===== src/rtl/seq_mult_pkg.sv =====
// -----------------------------------------------------------------------------
// seq_mult_pkg
// Shared types and helpers for the sequential shift-add multiplier.
//   state_t   : controller state encoding {IDLE, CALC, DONE}, 2 bits
//   cnt_width : bit-counter width for a given operand width, never below 1
// -----------------------------------------------------------------------------
package seq_mult_pkg;

    typedef enum logic [1:0] {
        IDLE = 2'd0,
        CALC = 2'd1,
        DONE = 2'd2
    } state_t;

    // $clog2(1) is 0; clamp so the counter always has at least one bit.
    function automatic int cnt_width(input int width);
        return (width <= 2) ? 1 : $clog2(width);
    endfunction

endpackage


===== src/rtl/seq_mult_if.sv =====
// -----------------------------------------------------------------------------
// seq_mult_if
// Handshake and data bundle between the operand source and seq_mult_unit.
//   start        : request, honoured only while the unit is idle
//   a, b         : multiplicand / multiplier (WIDTH bits)
//   signed_mode  : two's complement select (only with SEQ_MULT_SIGNED_EN)
//   busy         : unit is computing or presenting a result
//   done         : one-cycle result strobe
//   product      : 2*WIDTH-bit result, held until the next completion
// Modports: master = operand source / result consumer, slave = multiplier.
// Optional feature macro: SEQ_MULT_SIGNED_EN.
// -----------------------------------------------------------------------------
interface seq_mult_if #(
    parameter int WIDTH = 4
);
    logic                   start;
    logic [WIDTH-1:0]       a;
    logic [WIDTH-1:0]       b;
`ifdef SEQ_MULT_SIGNED_EN
    logic                   signed_mode;
`endif
    logic                   busy;
    logic                   done;
    logic [2*WIDTH-1:0]     product;

`ifdef SEQ_MULT_SIGNED_EN
    modport master (output start, a, b, signed_mode, input busy, done, product);
    modport slave  (input start, a, b, signed_mode, output busy, done, product);
`else
    modport master (output start, a, b, input busy, done, product);
    modport slave  (input start, a, b, output busy, done, product);
`endif

endinterface


===== src/rtl/seq_mult_fsm.sv =====
// -----------------------------------------------------------------------------
// seq_mult_fsm
// Controller for the shift-add multiplier: state register, bit counter and
// the strobes the datapath needs.
//   clk, reset : clock (rising edge), asynchronous active-low reset
//   start      : operation request
//   busy       : high in CALC and DONE
//   done       : high for the single DONE cycle
//   accept     : start taken in IDLE this cycle (datapath loads operands)
//   step       : a CALC cycle (datapath processes one multiplier bit)
//   last       : final CALC cycle (cnt == WIDTH-1)
// -----------------------------------------------------------------------------
module seq_mult_fsm
    import seq_mult_pkg::*;
#(
    parameter int WIDTH = 4
) (
    input  logic clk,
    input  logic reset,
    input  logic start,
    output logic busy,
    output logic done,
    output logic accept,
    output logic step,
    output logic last
);

    localparam int              CNT_W    = cnt_width(WIDTH);
    localparam logic [CNT_W-1:0] LAST_CNT = CNT_W'(WIDTH - 1);

    state_t           state;
    state_t           state_nxt;
    logic [CNT_W-1:0] cnt;

    always_ff @(posedge clk or negedge reset) begin
        if (!reset) begin
            state <= IDLE;
        end else begin
            state <= state_nxt;
        end
    end

    // Counter returns to 0 on the last step instead of incrementing past
    // WIDTH-1, so it never wraps inside an operation even when WIDTH is a
    // power of two.
    always_ff @(posedge clk or negedge reset) begin
        if (!reset) begin
            cnt <= '0;
        end else if (accept) begin
            cnt <= '0;
        end else if (step) begin
            cnt <= last ? '0 : cnt + 1'b1;
        end
    end

    always_comb begin
        state_nxt = state;
        busy      = 1'b0;
        done      = 1'b0;
        accept    = 1'b0;
        step      = 1'b0;
        last      = 1'b0;
        case (state)
            IDLE: begin
                if (start) begin
                    accept    = 1'b1;
                    state_nxt = CALC;
                end
            end
            CALC: begin
                busy = 1'b1;
                step = 1'b1;
                if (cnt == LAST_CNT) begin
                    last      = 1'b1;
                    state_nxt = DONE;
                end
            end
            DONE: begin
                busy      = 1'b1;
                done      = 1'b1;
                state_nxt = IDLE;
            end
            default: begin
                state_nxt = IDLE;
            end
        endcase
    end

endmodule


===== src/rtl/seq_mult_unit.sv =====
// -----------------------------------------------------------------------------
// seq_mult_unit
// Sequential shift-add multiplier: WIDTH x WIDTH -> 2*WIDTH in WIDTH compute
// cycles, one multiplier bit per cycle, start/busy/done handshake.
//   clk   : clock, rising edge
//   reset : asynchronous, active-low reset (clears state and all registers)
//   bus   : seq_mult_if slave modport (start, a, b, [signed_mode],
//           busy, done, product)
// Optional feature macro: SEQ_MULT_SIGNED_EN adds two's complement operation
// selected per operation by signed_mode (sign-extended add, arithmetic shift,
// subtract on the final step). Without it the unit is unsigned only.
// The bus interface must be instantiated with the same WIDTH.
// -----------------------------------------------------------------------------
module seq_mult_unit
    import seq_mult_pkg::*;
#(
    parameter int WIDTH = 4
) (
    input  logic      clk,
    input  logic      reset,
    seq_mult_if.slave bus
);

    logic                 busy;
    logic                 done;
    logic                 accept;
    logic                 step;
    logic                 last;

    logic [WIDTH-1:0]     mcand;
    logic [WIDTH-1:0]     mplier;
    logic [WIDTH-1:0]     acc;
    logic [2*WIDTH-1:0]   product;

    logic [WIDTH:0]       sum;
    logic [WIDTH-1:0]     acc_nxt;
    logic [WIDTH-1:0]     mplier_nxt;

`ifdef SEQ_MULT_SIGNED_EN
    logic                 signed_q;

    // One partial-product step at WIDTH+1 bits. In signed mode both terms
    // are sign-extended so the extra bit is the true sign, and the final
    // multiplier bit carries negative weight, hence the subtract.
    function automatic logic [WIDTH:0] step_sum(
        input logic [WIDTH-1:0] acc_v,
        input logic [WIDTH-1:0] mcand_v,
        input logic             add,
        input logic             sub,
        input logic             sgn
    );
        logic signed [WIDTH:0] acc_x;
        logic signed [WIDTH:0] mc_x;
        acc_x = $signed({sgn & acc_v[WIDTH-1], acc_v});
        mc_x  = $signed({sgn & mcand_v[WIDTH-1], mcand_v});
        if (!add) begin
            return acc_x;
        end
        if (sub) begin
            return acc_x - mc_x;
        end
        return acc_x + mc_x;
    endfunction
`else
    // One partial-product step; the extra bit holds the carry out.
    function automatic logic [WIDTH:0] step_sum(
        input logic [WIDTH-1:0] acc_v,
        input logic [WIDTH-1:0] mcand_v,
        input logic             add
    );
        return add ? ({1'b0, acc_v} + {1'b0, mcand_v}) : {1'b0, acc_v};
    endfunction
`endif

    seq_mult_fsm #(
        .WIDTH (WIDTH)
    ) u_fsm (
        .clk    (clk),
        .reset  (reset),
        .start  (bus.start),
        .busy   (busy),
        .done   (done),
        .accept (accept),
        .step   (step),
        .last   (last)
    );

    // Add stage, then {carry,acc,mplier} >> 1. Dropping sum[0] into the
    // multiplier's top bit is the shift; sum[WIDTH] is the carry (unsigned)
    // or the replicated sign (signed), which makes the shift arithmetic.
    always_comb begin
`ifdef SEQ_MULT_SIGNED_EN
        sum = step_sum(acc, mcand, mplier[0], last & signed_q, signed_q);
`else
        sum = step_sum(acc, mcand, mplier[0]);
`endif
        acc_nxt    = sum[WIDTH:1];
        mplier_nxt = {sum[0], mplier[WIDTH-1:1]};
    end

    // Register stage: operand capture on accept, one shift per CALC cycle,
    // product latched on the final step only.
    always_ff @(posedge clk or negedge reset) begin
        if (!reset) begin
            mcand    <= '0;
            mplier   <= '0;
            acc      <= '0;
            product  <= '0;
`ifdef SEQ_MULT_SIGNED_EN
            signed_q <= 1'b0;
`endif
        end else if (accept) begin
            mcand    <= bus.a;
            mplier   <= bus.b;
            acc      <= '0;
`ifdef SEQ_MULT_SIGNED_EN
            signed_q <= bus.signed_mode;
`endif
        end else if (step) begin
            acc    <= acc_nxt;
            mplier <= mplier_nxt;
            if (last) begin
                product <= {acc_nxt, mplier_nxt};
            end
        end
    end

    assign bus.busy    = busy;
    assign bus.done    = done;
    assign bus.product = product;

endmodule

===== src/flat_wrapper.sv =====
// flat-port wrapper written by rule: the top's interface ports become plain ports
module seq_mult_unit_flat import seq_mult_pkg::*;
#(
    parameter int WIDTH = 4
)
  (clk, reset, bus_start, bus_a, bus_b, bus_busy, bus_done, bus_product);
  seq_mult_if #(.WIDTH(WIDTH)) bus_i ();
  input  logic clk;
  input  logic reset;
  input wire logic [$bits(bus_i.start)-1:0] bus_start;
  input wire logic [$bits(bus_i.a)-1:0] bus_a;
  input wire logic [$bits(bus_i.b)-1:0] bus_b;
  output wire logic [$bits(bus_i.busy)-1:0] bus_busy;
  output wire logic [$bits(bus_i.done)-1:0] bus_done;
  output wire logic [$bits(bus_i.product)-1:0] bus_product;
  assign bus_i.start = bus_start;
  assign bus_i.a = bus_a;
  assign bus_i.b = bus_b;
  assign bus_busy = bus_i.busy;
  assign bus_done = bus_i.done;
  assign bus_product = bus_i.product;
  seq_mult_unit #(.WIDTH(WIDTH)) u_core (.clk(clk), .reset(reset), .bus(bus_i));
endmodule

===== config.mk =====
export PLATFORM = sky130hd
export DESIGN_NAME = seq_mult_unit_flat
export DESIGN_NICKNAME = d
export VERILOG_FILES = /design/src/rtl/seq_mult_pkg.sv /design/src/rtl/seq_mult_if.sv /design/src/rtl/seq_mult_fsm.sv /design/src/rtl/seq_mult_unit.sv /design/src/flat_wrapper.sv
export SDC_FILE = /design/constraint.sdc
export NUM_CORES = 1
export LEC_CHECK = 0
export CAP_MARGIN = 20
export CORE_MARGIN = 5
export CORE_UTILIZATION = 52
export DETAILED_ROUTE_END_ITERATION = 16
export PLACE_DENSITY = 0.78
export REMOVE_ABC_BUFFERS = 1
export SYNTH_ARGS = -nofsm -noshare
export SYNTH_HDL_FRONTEND = slang
export SYNTH_SLANG_ARGS = --single-unit

===== constraint.sdc =====
create_clock -name clk -period 2.07 [get_ports clk]
set_input_delay 0.621 -clock clk [delete_from_list [all_inputs] [get_ports clk]]
set_output_delay 0.621 -clock clk [all_outputs]
set_load 0.01 [all_outputs]

* Yosys cells after proc, flatten, opt, wreduce, memory -nomap -nowiden
Cells that the tools add are included.
Storage, ports and cells: register bits after elaboration 24, bits of input ports 11, output and inout bits 10, logic and storage cells 37
Operators by class: add/subtract/negate cells 2, eq/ne operators 5, mux-type cells 18, bitwise logic cells 1, reduce and logical (&&, ||, !) cells 5
Operators with widths (number):
- two-way mux 4 bit | 4
- two-way mux 2 bit | 5
- two-way mux 1 bit | 7
- adder 4 x 4 -> 5 bit | 1
- two-way mux 5 bit | 1
- == test 2 bit (second input constant) | 2
- inequality test 2 bit (second input constant) | 2
- one-hot mux 2 bit (2 select lines) | 1
- AND reduction 3 bit | 1
- adder 2 x 1 -> 2 bit (second input constant) | 1
- == test 2 x 1 -> 1 bit (second input constant) | 1
- logical NOT 2 bit | 1
- AND reduction 2 bit | 1
- nonzero test 2 bit | 1
- OR reduction 2 bit | 1
- NOT 1 bit | 1

* Longest topological paths before layout
Gate-level depths: netlist of the first run.
depth after elaboration 6, depth in mapped cells 7, gate-level depth less buffers 7

* By module
A second synthesis of the first run with hierarchy kept.
Unflattened totals: cell total of the unflattened synthesis 111, area, all modules 1282.5 sq um
By module, submodules not included:
- seq_mult_unit | times used 1, cells an instance 87, area an instance 1006.0 sq um, seq. area each 500.5 sq um
- seq_mult_fsm | times used 1, cells an instance 24, area an instance 276.5 sq um, seq. area each 100.1 sq um

* Worst setup path after synthesis of the first run
OpenSTA, ideal clock, no wires.
kind reg2reg, start point register u_core.acc[0], end point register u_core.acc[0], setup time 0.087 ns, arrival 1.493 ns, required time 1.983 ns, setup slack 0.490 ns, cell stages (with the launch flop) 6, buffers on the path 0, period minus slack after synthesis 1.580 ns, cell sequence dfrtp_1 ha_1 inv_1 fa_1 mux2_2 a211oi_2
Between the ends: cells in the longest elaborated chain, start to end 4
Ends and longest elaborated chain:
- start, declared | line seq_mult_unit.sv:32 | logic [WIDTH-1:0] acc;
- start signal, assigned | line seq_mult_unit.sv:120 | acc <= acc_nxt;
- adder 4 x 4 -> 5 bit | line seq_mult_unit.sv:71 | return add ? ({1'b0, acc_v} + {1'b0, mcand_v}) : {1'b0, acc_v};
- two-way mux 5 bit | line seq_mult_unit.sv:71
- two-way mux 4 bit | line seq_mult_unit.sv:119 | end else if (step) begin
- two-way mux 4 bit | line seq_mult_unit.sv:112 | end else if (accept) begin
No other way between the ends. The select of a mux whose other input is x is not followed. A chain may end at the register's enable or synchronous reset.

* Worst setup path after layout of the first run
start point register u_core.u_fsm.state[0], end point output bus_busy
Between the ends: cells in the longest elaborated chain, start to end 3, elaborated cells between the ends (all ways) 4, those cells by class 2 x eq/ne; 1 x mux; 1 x reduce/logical
Ends and longest elaborated chain:
- start, declared | line seq_mult_fsm.sv:31 | state_t state;
- start signal, assigned | line seq_mult_fsm.sv:39 | state <= state_nxt;
- == test 2 x 1 -> 1 bit or == test 2 bit (tied branches) | line seq_mult_fsm.sv:63 | case (state)
- OR reduction 2 bit (no line) (*)
- two-way mux 1 bit (*) | line seq_mult_fsm.sv:63
- end, declared | line flat_wrapper.sv:13 | output wire logic [$bits(bus_i.busy)-1:0] bus_busy;
Every way passes the cells marked *; elsewhere a longest branch is shown, timed or not.

==> results.cfg, run 1 <==
[placed_design]
io_buffers = 20
post-place-ws_ns = 0.203
place_congestion = 0.765
hpwl_um = 1830

[detailed_routing]
drtAntennaViolNets = 0
dr.pass1.iters = 4
drt_iter0_markers = 13
wl_per_cell_um = 13.5
routed_wl_um = 2450
vias_per_cell = 5.17
drcViolationCount = 0
detailroute.via_count = 936

[timing]
tns_ns = 0
hold_viol = 0
slew_headroom_pct = 77.2
skew_ns = 0.00908
min_period_ns = 1.96
rsz0062_at_grt = no
setup_viol = 0
max_freq_mhz = 511
drv_slew = 0
max_slew.worst_pin.slew_ns = 0.342
layout_setup_ws_ns = 0.114
timing.hold.ws_ns = 0.497
fin_crit_sh_pct = 94.5

[power]
leakagePower_uw = 0.000734
power_density_nw_per_um2 = 1430
ir_drop_mv = 1.20

[synth]
synth_cell_types = 30
synth-seq-area-share_pct = 47.3
ys.flop_type = dfrtp_1
ys_warn_count = 0
async_flop_share_pct = 100
avgSynthCellArea_um2 = 9.76
netlist_area_um2 = 1270
ys_ff_latch = 24
synth_edf_count = 0
syn_inst = 130

[floorplanning]
die_w_um = 59.4
row_count = 17
die_height_um = 59.4
fp.dieArea_um2 = 3530
fp.coreArea_um2 = 2280
pin_count = 21
start_util_pct = 55.7

[clock_tree]
clock_latency_ns = 0.32
cts_hold_buf = 0
numClockSinks = 24
cts-buffers-inserted = 3
clockRootBuffer = clkbuf_4
cts_max_level = 1
cts_tree = built
cts_buffer_depth = 2
clkTransAtPathRegs_ns = 0.14

[finish]
antennaDiodeCount = 0
drive_gt1_share_pct = 11.1
final_common_cell = nand2_1
area_growth_pct = 21.1
fill_cells = 187
nNetsFinal = 175
layout_common_cells = nand2_1, dfrtp_1, clkdlybuf4s50_1

[run]
maxCapViolCount = 0

[global_route]
grt_overflow_total = 0
grt_max_degree = 25
grt_pass1_vias = 929
grt_pass1_wl_um = 4310
grtUsageTotal_pct = 16.3
antenna_found_initial = 0

[hold_path]
hold_path_class = flop to flop

[worst_setup_path]
ff2ff_path_depth = 7
cp_slowest_cell = dfrtp_1
crit_path_cell_trace = inv_2 -> ha_1 -> dlygate4sd2_1
critPathLaunch = u_core.u_fsm.state[0]$_DFFE_PN0P_
max_stage_delay_ns = 0.42
end_kind = output pin
endpoint = bus_busy
reg2reg_slack_ns = 0.35
path_max_fanout = 4
r2r-end = u_core.acc[3]$_DFFE_PN0P_
cp.required_ns = 1.45
critPathKind = flop to output pin
worst_ep_arrival_time_ns = 1.33
worstSetupStartpointType = flop
timing.rr.start = u_core.acc[0]$_DFFE_PN0P_

[status]
status = completed
power breakdown:
group          switching [uW]  internal (uW)  total [uW]
registers                 154            665         820
clock network             145            108         253
logic                     582            540        1120
state kept, by name, summed over array words and instances (netlist names):
name,flops
u_core.mcand,4
u_core.acc,4
u_core.mplier,4
u_core.u_fsm.cnt,2
u_core.bus.product,8
u_core.u_fsm.state,2
stage by stage:
step,utilization [%],power [uW],std cells,area (um^2)
4_1_cts,67.5,2220,181,1540
3_5_place_dp,65.7,1970,176,1500
5_1_grt,67.5,2420,181,1540
2_1_floorplan,-,1560,124,1230
6_report,67.5,2190,181,1540
3_3_place_gp,65.7,1920,176,1500
repair_timing:
item | CTS | global route
setup buffers | 1 | 0
endpoints found under the setup margin | 2 | 1
gates resized for setup | 2 | 2
logic make-up after synthesis:
family                     count (synthesis)  synth area share (%)
muxes                                      9                  7.20
DFF                                       24                  47.3
and+or+nand+nor                           48                  17.0
buffers and inverters                     13                  5.13
xor gates and xnor gates                   2                  1.38
AOI/OAI and AO/OA                         24                  11.5
adders and majority gates                 10                  10.5
cell type report:
type                            count  area [um^2]  area share, %
Timing Repair Buffer               25          235           15.3
Tap cell                           28         35.0           2.28
Inverter                            7         26.3           1.71
Clock buffer                        4         36.3           2.36
Sequential cell                    24          601           39.1
Multi-Input combinational cell     93          603           39.3
critical path: cells and delay by family, from the launching register on:
family / cells / cell delay (ns)
fa+ha+maj: 1 / 0.22
buf+inv: 2 / 0.37
flops: 1 / 0.42
how the worst min path moves through the flow:
stage,start,to,slack (ns),cells past startpoint
CTS,u_core.mcand[3]$_DFFE_PN0P_,u_core.mcand[3]$_DFFE_PN0P_,0.50,2
detailed placement,u_core.mcand[3]$_DFFE_PN0P_,u_core.mcand[3]$_DFFE_PN0P_,0.47,2
global route,u_core.bus.product[3]$_DFFE_PN0P_,u_core.bus.product[3]$_DFFE_PN0P_,0.53,2
floorplan,reset,u_core.acc[0]$_DFFE_PN0P_,0.33,0
finish,u_core.bus.product[0]$_DFFE_PN0P_,u_core.bus.product[0]$_DFFE_PN0P_,0.50,2
global placement,u_core.bus.product[0]$_DFFE_PN0P_,u_core.bus.product[0]$_DFFE_PN0P_,0.47,2
synth_stat cells, drive strengths merged, types with 2 or more instances:
cell type / count / area, um^2
nand2: 30 / 113
o21a: 3 / 22.5
a211oi: 2 / 20.0
dfrtp: 24 / 601
nor2b: 2 / 12.5
inv: 7 / 26.3
buf: 6 / 38.8
nor3: 2 / 21.3
a21oi: 4 / 23.8
mux2i: 8 / 80.1
nand3: 3 / 15.0
nor2: 8 / 30.0
o21ai: 13 / 65.1
ha: 9 / 113
per-layer routing:
| layer | track usage (%) | routed length, um | vias up |
|---|---|---|---|
| li1 | - | - | 474 |
| met1 | 21.3 | 1110 | 443 |
| met2 | 26.2 | 1220 | 15 |
| met3 | 3.05 | 97 | 4 |
| met4 | 6.80 | 29 | 0 |
| met5 | 0 | 0 | - |
(Power assumes the default switching activity.)
==> inputs of run 2 (changes only) <==
--- a/config.mk
+++ b/config.mk
@@ -11,6 +11,7 @@
 export DETAILED_ROUTE_END_ITERATION = 16
 export PLACE_DENSITY = 0.78
 export REMOVE_ABC_BUFFERS = 1
+export SETUP_SLACK_MARGIN = 0.3
 export SYNTH_ARGS = -nofsm -noshare
 export SYNTH_HDL_FRONTEND = slang
 export SYNTH_SLANG_ARGS = --single-unit
==> run 2 against run 1 <==
Compared with the run above: highest routed layer unchanged; clock power about the same; design area is 3.5% higher; global-route usage up 0.50 points; clock skew shrank 0.0040 ns; first-iteration DRC count decreased by 15%; setup slack better by 0.18 ns; critical endpoint unchanged; fmax grew 9.9%; critical path depth unchanged; count of clock-buffer cells in the layout did not move; power grew 3.7%; hold slack got worse by 0.0056 ns; die area unchanged.
==> results.cfg, run 2 (same netlist as run 1, synthesis figures left out) <==
[finish]
fin_area_um2 = 1590
layout_common_cells = nand2_1, dfrtp_1, o21ai_0, clkdlybuf4s50_1
multi_input_area_um2 = 628
final_common_cell = nand2_1
fill_cells = 187
antennaDiodeCount = 0
regMostFlops = u_core.bus.product
nNetsFinal = 179
largest_reg_flops = 8
drive_gt1_share_pct = 17.8
ff_latch_area_um2 = 601
area_growth_pct = 25.3

[clock_tree]
clockRootBuffer = clkbuf_4
clkTransAtPathRegs_ns = 0.13
cts_hold_buf = 0
cts_max_level = 1
clock_latency_ns = 0.32
cts_buffer_depth = 2
cts_tree = built
cts-buffers-inserted = 3
numClockSinks = 24

[placed_design]
io_buffers = 20
place_congestion = 0.765
hpwl_um = 1830
place_area_um2 = 1500

[hold_path]
hold_end = u_core.bus.product[0]$_DFFE_PN0P_
min_path_cells = 2
hold_path_class = flop to flop
min_from = u_core.bus.product[0]$_DFFE_PN0P_

[worst_setup_path]
cp.required_ns = 1.45
r2r-end = u_core.acc[0]$_DFFE_PN0P_
worstSetupStartpointType = flop
ff2ff_path_depth = 5
critPathKind = flop to output pin
end_kind = output pin
timing.rr.start = u_core.acc[0]$_DFFE_PN0P_
reg2reg_slack_ns = 0.37
path_max_fanout = 3
worst_ep_arrival_time_ns = 1.16

[floorplanning]
fp.coreArea_um2 = 2280
pin_count = 21
start_util_pct = 55.7
row_count = 17
die_w_um = 59.4
fp.dieArea_um2 = 3530
die_height_um = 59.4

[timing]
tns_ns = 0
slew_headroom_pct = 77.4
timing.hold.ws_ns = 0.491
drv_slew = 0
min_period_ns = 1.78
fin_crit_sh_pct = 85.9
rsz0062_at_grt = yes
max_freq_mhz = 562
max_slew.worst_pin.slew_ns = 0.339
setup_viol = 0
hold_viol = 0
skew_ns = 0.00512

[power]
ir_drop_mv = 1.26
power_switching_uw = 922
switching_share_pct = 40.5
comb_power_share_pct = 52.8
pwr-share-seq_pct = 36.1
leakagePower_uw = 0.000779
p_clk_share_pct = 11.1
power_density_nw_per_um2 = 1430
p_int_uw = 1350

[global_route]
antenna_found_initial = 0
grt_overflow_total = 0
grt_pass1_wl_um = 4430
grt_max_degree = 25
grt_pass1_vias = 959
grtUsageTotal_pct = 16.8

[detailed_routing]
routed_wl_um = 2580
wl_per_cell_um = 14.0
drt_iter0_markers = 11
drtAntennaViolNets = 0
drcViolationCount = 0
vias_per_cell = 5.34
dr.pass1.iters = 5
detailroute.via_count = 987

[status]
status = completed

[run]
maxCapViolCount = 0
==> run 2: cell count changes in the layout (fill, tap and decap cells not counted), moves of 3 or more <==
cell,delta
buf_4,+3
ha_1,-3
clkdlybuf4s50_1,-8
dlygate4sd2_1,+6
buf_6,+3
==> run 2: per-stage QoR <==
stage               worst slack [ns]  std cells  total power, uW  utilization [%]
CTS                            0.179        184             2220             68.0
floorplan                      0.363        124             1560                -
global placement               0.232        176             1920             65.7
detailed placement             0.203        176             1970             65.7
global route                   0.223        185             2490             69.9
finish                         0.291        185             2280             69.9
==> run 2: layout make-up <==
class	instances	area share [%]
clock buffer	4	2.28
inverter	7	1.65
multi-input combinational	93	39.5
sequential	24	37.8
tap	28	2.20
timing repair buffer	29	16.6
==> run 2: how the worst max path moves through the flow <==
stage	slack, ns	endpoint	cells after the start	start
2_1_floorplan	0.36	u_core.bus.product[6]$_DFFE_PN0P_	6	u_core.u_fsm.state[1]$_DFFE_PN0P_
3_3_place_gp	0.23	u_core.bus.product[6]$_DFFE_PN0P_	5	bus_start
3_5_place_dp	0.20	bus_busy	3	u_core.u_fsm.state[1]$_DFFE_PN0P_
4_1_cts	0.18	bus_busy	3	u_core.u_fsm.state[0]$_DFFE_PN0P_
5_1_grt	0.22	bus_busy	3	u_core.u_fsm.state[0]$_DFFE_PN0P_
6_report	0.29	bus_busy	3	u_core.u_fsm.state[0]$_DFFE_PN0P_
==> run 2: power by group through the flow <==
stage | logic [uW] | registers, uW | clock network [uW]
2_1_floorplan | 744 | 815 | 0
3_3_place_gp | 1100 | 819 | 0
3_5_place_dp | 1140 | 829 | 0
4_1_cts | 1140 | 816 | 262
5_1_grt | 1350 | 851 | 291
6_report | 1200 | 822 | 252
==> run 2: routing by layer <==
layer	vias to the layer above	track usage [%]	part of all wire, %
li1	485	-	-
met4	0	6.80	2.3
met2	24	27.5	51
met1	469	21.7	43
met5	-	0	0
met3	9	3.05	4.0
==> run 2: repair_timing <==
action / in CTS / in global routing
endpoints found under the setup margin: 10 / 10
resized for setup: 17 / 11
pin swaps: 0 / 3
endpoints found under the hold margin: 0 / 0
setup buffers: 4 / 1
==> run 2: worst max-delay path, stage by stage (launching register included) <==
cell and delay (ns):
dfrtp_1 0.43, inv_2 0.10, ha_4 0.20, buf_6 0.11
